==> src/rtl/alu_share_arbiter.sv <==
// rtl/alu_share_arbiter.sv - round-robin arbiter sharing one add/multiply ALU among NREQ requesters
module alu_share_arbiter #(
    parameter int W    = 8,
    parameter int IDXW = 2,
    localparam int NREQ = 2 ** IDXW
) (
    input  logic              clk,
    input  logic              resetn,
    input  logic [NREQ-1:0]   req,
    input  logic [NREQ-1:0]   op_sel,
    input  logic [NREQ*W-1:0] opa,
    input  logic [NREQ*W-1:0] opb,
    output logic [NREQ-1:0]   grant,
    output logic [NREQ-1:0]   done,
    output logic [W-1:0]      result,
    output logic              busy,
    output logic [IDXW-1:0]   owner
);

    typedef enum logic [1:0] {
        IDLE = 2'b00,
        EXEC = 2'b01,
        DONE = 2'b10
    } state_t;

    state_t          state;
    logic [IDXW-1:0] rr_ptr;
    logic [W-1:0]    a_r;
    logic [W-1:0]    b_r;
    logic            op_r;

    logic            pick_found;
    logic [IDXW-1:0] pick_idx;
    logic [IDXW-1:0] cand;
    logic [W-1:0]    alu_val;

    function automatic logic [NREQ-1:0] onehot(input logic [IDXW-1:0] idx);
        logic [NREQ-1:0] v;
        v = '0;
        v[idx] = 1'b1;
        return v;
    endfunction

    // Scan rr_ptr, rr_ptr+1, ... ; the IDXW-bit add wraps modulo NREQ.
    always_comb begin
        pick_found = 1'b0;
        pick_idx   = '0;
        cand       = '0;
        for (int k = 0; k < NREQ; k++) begin
            cand = rr_ptr + IDXW'(k);
            if (!pick_found && req[cand]) begin
                pick_found = 1'b1;
                pick_idx   = cand;
            end
        end
    end

    always_comb begin
        alu_val = op_r ? (a_r * b_r) : (a_r + b_r);
    end

    always_ff @(posedge clk or negedge resetn) begin
        if (!resetn) begin
            state  <= IDLE;
            rr_ptr <= '0;
            owner  <= '0;
            a_r    <= '0;
            b_r    <= '0;
            op_r   <= 1'b0;
            result <= '0;
            grant  <= '0;
            done   <= '0;
            busy   <= 1'b0;
        end else begin
            case (state)
                IDLE: begin
                    if (pick_found) begin
                        owner <= pick_idx;
                        a_r   <= opa[pick_idx*W +: W];
                        b_r   <= opb[pick_idx*W +: W];
                        op_r  <= op_sel[pick_idx];
                        state <= EXEC;
                        grant <= onehot(pick_idx);
                        busy  <= 1'b1;
                    end
                end
                EXEC: begin
                    result <= alu_val;
                    state  <= DONE;
                    done   <= onehot(owner);
                end
                DONE: begin
                    // Just-served requester drops to lowest priority.
                    rr_ptr <= owner + IDXW'(1);
                    state  <= IDLE;
                    grant  <= '0;
                    done   <= '0;
                    busy   <= 1'b0;
                end
                default: begin
                    state <= IDLE;
                    grant <= '0;
                    done  <= '0;
                    busy  <= 1'b0;
                end
            endcase
        end
    end

endmodule

==> config.mk <==
export PLATFORM = sky130hd
export DESIGN_NAME = alu_share_arbiter
export DESIGN_NICKNAME = d
export VERILOG_FILES = /design/src/rtl/alu_share_arbiter.sv
export SDC_FILE = /design/constraint.sdc
export NUM_CORES = 1
export LEC_CHECK = 0
export CORE_ASPECT_RATIO = 1.1
export CORE_UTILIZATION = 50
export CTS_BUF_LIST = sky130_fd_sc_hd__clkbuf_8
export DETAILED_ROUTE_END_ITERATION = 8
export PLACE_DENSITY = 0.88
export SLEW_MARGIN = 10
export SYNTH_ARGS = -nofsm -noshare
export SYNTH_HDL_FRONTEND = slang
export SYNTH_SLANG_ARGS = --single-unit
export TNS_END_PERCENT = 20
==> constraint.sdc <==
create_clock -name clk -period 11.7 [get_ports clk]
set_input_delay 2.34 -clock clk [delete_from_list [all_inputs] [get_ports clk]]
set_output_delay 2.34 -clock clk [all_outputs]
set_load 0.02 [all_outputs]
# ---- Word level (Yosys, flattened, before mapping)
# Cells that the tools add are included.
dict set report word_totals {
  memories 0
  latchBits 0
  mem_bits_rw 0
  elab_cells 71
  out_inout_bits 19
  mem_bits_ro 0
  ff_bits 40
  input_bits 74
}
dict set report classes {
  n_mux 30
  multipliers 1
  shift 2
  reduce_logical 11
  n_lt_le_gt_ge 8
  add_sub_neg 5
  div 0
  bitwise 1
  eq_ne 3
}
# cell n
set ops {}
lappend ops {{indexed part select 32 x 6 -> 8 bit} 2}
lappend ops {{less-than comparator 2 x 3 -> 1 bit, second input constant} 6}
lappend ops {{case mux 4 bit (2 select lines)} 2}
lappend ops {{two-way mux 1 bit} 12}
lappend ops {{binary-select mux 1 bit (select 2 bit)} 5}
lappend ops {{two-way mux 2 bit} 5}
lappend ops {{adder 8 bit} 1}
lappend ops {{multiplier 8 x 8 -> 8 bit} 1}
lappend ops {{two-way mux 8 bit} 1}
lappend ops {{logical AND 1 bit} 5}
lappend ops {{adder 2 x 1 -> 2 bit, second input constant} 2}
lappend ops {{adder 2 bit, second input constant} 2}
lappend ops {{demux 1 bit (select 2 bit)} 2}
lappend ops {{greater-or-equal comparator 2 x 1 -> 1 bit, second input constant} 2}
lappend ops {{two-way mux 4 bit} 1}
lappend ops {{case mux 2 bit (2 select lines)} 1}
lappend ops {{AND reduction 2 bit} 2}
lappend ops {{logical NOT 1 bit} 3}
lappend ops {{equality test 2 x 1 -> 1 bit, second input constant} 1}
lappend ops {{equality test 2 bit, second input constant} 1}
lappend ops {{logical NOT 2 bit} 1}
lappend ops {{!= test 2 bit, second input constant} 1}
lappend ops {{case mux 1 bit (2 select lines)} 1}
lappend ops {{NOT 1 bit} 1}

# ---- Depth between registers and ports, before layout
dict set report depth {
  depth_word 18
  ltp_mapped 15
  ltp_nobuf 15
}

# ---- Least setup slack after synthesis
# OpenSTA, ideal clock, no wires.
dict set report synth_path {
  path_kind {register to register}
  from {register a_r[1]}
  to {register result[7]}
  synth_period_minus_slack_ps 3806
  t_required_ps 11570
  stages_incl_launch_ff 14
  t_arrival_ps 3676
  setup_ps 130
  setup_slack_ps 7894
  n_path_buf 0
  path_cell_list {dfrtp_1 > nand2_1 > fa_1 > fa_1 > inv_1 > fa_1 > inv_1 > fa_1 > xor2_1 > xnor3_1 > xnor3_1 > xnor3_1 > nand3_1 > nand3_1}
}
dict set report synth_between {
  elab_chain_len 2
  word_cells_on_any_way 3
  classes_between {1 x add/sub; 1 x mul; 1 x mux}
}
# item line_no
set synth_lines {}
lappend synth_lines {{start, declared} 28} ;# logic [W-1:0] a_r;
lappend synth_lines {{start signal, assigned} 79} ;# a_r <= opa[pick_idx*W +: W];
lappend synth_lines {{multiplier 8 x 8 -> 8 bit or adder 8 bit (tied branches)} 59} ;# alu_val = op_r ? (a_r * b_r) : (a_r + b_r);
lappend synth_lines {{two-way mux 8 bit (*)} 59}
lappend synth_lines {{end signal, assigned} 88} ;# result <= alu_val;
lappend synth_lines {{end, declared} 15} ;# output logic [W-1:0] result,
# Every way passes the cells marked *; elsewhere a longest branch is shown, timed or not.
# A chain may end at the register's enable or synchronous reset.

# ---- Worst setup path after layout
dict set report layout_path {
  from {input req[3]}
  to {register grant[1]}
}
dict set report layout_between {
  elab_chain_len 18
  word_cells_on_any_way 31
  classes_between {2 x order compare; 1 x eq/ne; 20 x mux; 8 x reduce/logical}
}
# item line_no
set layout_lines {}
lappend layout_lines {{start, declared} 9} ;# input logic [NREQ-1:0] req,
lappend layout_lines {{binary-select mux 1 bit (select 2 bit)} 51} ;# if (!pick_found && req[cand]) begin
lappend layout_lines {{two-way mux 1 bit (not written as such)} 51}
lappend layout_lines {{two-way mux 1 bit} 51}
lappend layout_lines {{logical NOT 1 bit} 51}
lappend layout_lines {{logical AND 1 bit} 51}
lappend layout_lines {{two-way mux 1 bit} 51}
lappend layout_lines {{logical NOT 1 bit} 51}
lappend layout_lines {{logical AND 1 bit} 51}
lappend layout_lines {{(+2 left out)} -}
lappend layout_lines {{logical AND 1 bit} 51}
lappend layout_lines {{two-way mux 2 bit} 51}
lappend layout_lines {{less-than comparator 2 x 3 -> 1 bit (not written as such) or greater-or-equal comparator 2 x 1 -> 1 bit (tied branches)} 40} ;# v[idx] = 1'b1;
lappend layout_lines {{logical AND 1 bit (not written as such)} 40}
lappend layout_lines {{two-way mux 1 bit (not written as such)} 40}
lappend layout_lines {{demux 1 bit (select 2 bit)} 40}
lappend layout_lines {{two-way mux 4 bit} 77} ;# if (pick_found) begin
lappend layout_lines {{case mux 4 bit (2 select lines)} 75} ;# case (state)
lappend layout_lines {{end signal, assigned} 83} ;# grant <= onehot(pick_idx);
lappend layout_lines {{end, declared} 13} ;# output logic [NREQ-1:0] grant,
# Parallel ways exist; a longest one is shown, timed or not. The select of a mux whose other input is x is not followed.

==> results.sh <==
export IMPL_status="finished clean"
export IMPL_rows=31
export IMPL_via_count=2837
export IMPL_max_slew_margin=0.231
export IMPL_setup_slack_ps=7200
export IMPL_finish_utilization=0.678
export IMPL_die_area_um2=7170
export IMPL_syn_inst=360
export IMPL_path_buf_inv=2
export IMPL_power_density_nw_per_um2=303
export IMPL_drive_gt1_frac=0.0695
export IMPL_grt_overflow_total=0
export IMPL_place_ws_ps=6910
export IMPL_viasPerCell=5.37
export IMPL_wl_per_cell_um=14.7
export IMPL_cts_root_buf="clkbuf_8"
export IMPL_drcViolationCount=0
export IMPL_hp_class="reg2reg"
export IMPL_cts_buffer_depth=2
export IMPL_critPathLaunchType="input pin"
export IMPL_crit_type="in2reg"
export IMPL_grtUsageTotal=0.226
export IMPL_drtPass1Iterations=4
export IMPL_setup_violations=0
export IMPL_die_w_um=80.8
export IMPL_clock_fmax_mhz=222
export IMPL_diodes=0
export IMPL_antenna_found_initial=0
export IMPL_grt_first_pass_wirelength_um=12400
export IMPL_worst_path_largest_cell_delay_ps=940
export IMPL_crit_arrival_ps=4700
export IMPL_yosysWarningCount=0
export IMPL_crit_fanout=40
export IMPL_path_cells="clkdlybuf4s50_1, nor4_1, or3_1, inv_1, a32o_1"
export IMPL_synth_cell_types=40
export IMPL_grt_pass1_vias=2773
export IMPL_nets=559
export IMPL_hold_viol_final=0
export IMPL_gp_congestion=0.881
export IMPL_synth_top_area_frac=0.293
export IMPL_finClkSkew_ps=9.44
export IMPL_io_pin_count=93
export IMPL_synthTopCellsByArea="dfrtp_1 29%, mux2i_1 12%, ha_1 9.9%"
export IMPL_syn2layout_area_growth_pct=30.9
export IMPL_cts_buffers=5
export IMPL_hold_depth=2
export IMPL_worst_pin_slew_ps=1150
export IMPL_n_fill_cell=522
export IMPL_port_buffers=92
export IMPL_crit_path_end_kind="flop"
export IMPL_clock_sinks=40
export IMPL_synth_area_um2=3420
export IMPL_synth_area_leader_cell="dfrtp_1"
export IMPL_cpMaxStageDelayCell="or3_1"
export IMPL_grt_max_degree=41
export IMPL_die_y_um=88.7
export IMPL_fin_crit_sh=0.385
export IMPL_finalCriticalPeriod_ps=4500
export IMPL_cts_max_level=2
export IMPL_leakage_uw=0.00210
export IMPL_dp_cells=520
export IMPL_core_area_um2=6590
export IMPL_ant_nets=0
export IMPL_syn_area_per_cell_um2=9.50
export IMPL_ir_drop_mv=0.178
export IMPL_r2r_cells=15
export IMPL_setup_tns_ps=0
export IMPL_synthArstFlopShare=1.00
export IMPL_cp_data_required_time_ps=11890
export IMPL_drt_wl_total_um=7760
export IMPL_ys_seq_elements=40
export IMPL_stdcell_count=528
export IMPL_cts_repair_resized=0
export IMPL_post_cts_setup_buffer_count=0
export IMPL_start_util=0.518
export IMPL_finalMaxSlewViolations=0
export IMPL_rsz0062_at_grt="false"
export IMPL_cts_hold_buf=0
export IMPL_synthFlopType="dfrtp_1"
export IMPL_crit_family="simple AND/OR/NAND/NOR gates"
export IMPL_clkSlewWorstSetupHoldPaths_ps=90
export IMPL_cts_tree="yes"
export IMPL_place_hpwl_um=6070
export IMPL_worst_path_stages=5
export IMPL_ys_seq_area_frac=0.293
export IMPL_synth_nets=474
export IMPL_drt_initial_drc_count=139
export IMPL_synth_edf_count=0
export IMPL_drv_cap=0
export IMPL_clkLatencyLatePin_ps=300
[power breakdown]
part | leakage (µW) | internal, µW | switching [µW]
Clock | 0.0000548 | 64.3 | 53.3
Combinational | 0.00155 | 463 | 472
Sequential | 0.000497 | 206 | 94.1
[synth_stat cells, drive strengths merged (4+ instances only)]
cell type   n
fa         13
a21oi      12
dfrtp      40
nand2      49
mux2i      41
clkbuf      8
xnor2      10
mux2       19
inv        37
a21o        4
and2       15
o21ai      31
nor3        5
ha         27
nor3b       4
nor2       11
buf         7
[logic make-up after synthesis]
group,share of synthesized area
buf+inv,0.0695
xor+xnor,0.0531
compound gates,0.0996
fa+ha+maj,0.175
simple gates,0.127
flops,0.293
mux,0.183
[worst min-delay path: cells and delay by family, from the launching register on]
kind	cells	cell delay, ps
AOI/OAI and AO/OA	1	60
and+or+nand+nor	1	40
DFF	1	350
[layer usage]
metal	GRT usage	up-vias	part of all wire
li1	-	1384	-
met1	0.273	1377	0.39
met2	0.400	57	0.55
met3	0.0423	19	0.032
met4	0.0763	0	0.026
met5	0	-	0
[registers in the layout (all words and copies together), names as in the netlist]
signal and count:
done 4, result 8, state 2, op_r 1, grant 4, a_r 8, b_r 8, busy 1
rr_ptr 2, owner 2
[cell type report]
class | instances | area [µm²] | area share
timing repair buffer | 93 | 923 | 0.206
sequential | 40 | 1000 | 0.224
clock buffer | 5 | 68.8 | 0.0154
clock inverter | 3 | 46.3 | 0.0103
tap | 82 | 103 | 0.0229
multi-input combinational | 268 | 2190 | 0.490
inverter | 37 | 139 | 0.0310
[cell usage in the layout, fill, tap and decap left out, drive strengths merged, types with 11 or more instances in the layout]
cell type / synthesis / routed
nor2: 11 / 11
a21oi: 12 / 12
ha: 27 / 27
inv: 37 / 38
clkdlybuf4s50: 0 / 91
nand2: 49 / 49
mux2i: 41 / 41
fa: 13 / 13
o21ai: 31 / 31
and2: 15 / 15
mux2: 19 / 19
dfrtp: 40 / 40
[path summary, 6_finish.rpt]
| path | end | start | slack [ps] |
|---|---|---|---|
| setup / recovery | grant[1]$_DFFE_PN0P_ | req[3] | 7200 |
| hold / removal | result[2]$_DFFE_PN0P_ | result[2]$_DFFE_PN0P_ | 480 |
| setup reg to reg | result[7]$_DFFE_PN0P_ | b_r[2]$_DFFE_PN0P_ | 7570 |
| hold reg to reg | result[2]$_DFFE_PN0P_ | result[2]$_DFFE_PN0P_ | 480 |
| max in group asynchronous | b_r[7]$_DFFE_PN0P_ | resetn | 8980 |
| min in group asynchronous | done[1]$_DFFE_PN0N_ | resetn | 2170 |
[through the flow]
step	cell area (µm²)	hold slack (ps)	power [µW]
2_1_floorplan	3420	471	992
5_1_grt	4470	508	1480
4_1_cts	4470	488	1360
6_report	4470	485	1350
3_3_place_gp	4360	464	1200
3_5_place_dp	4360	469	1240
(Power assumes the default switching activity.)
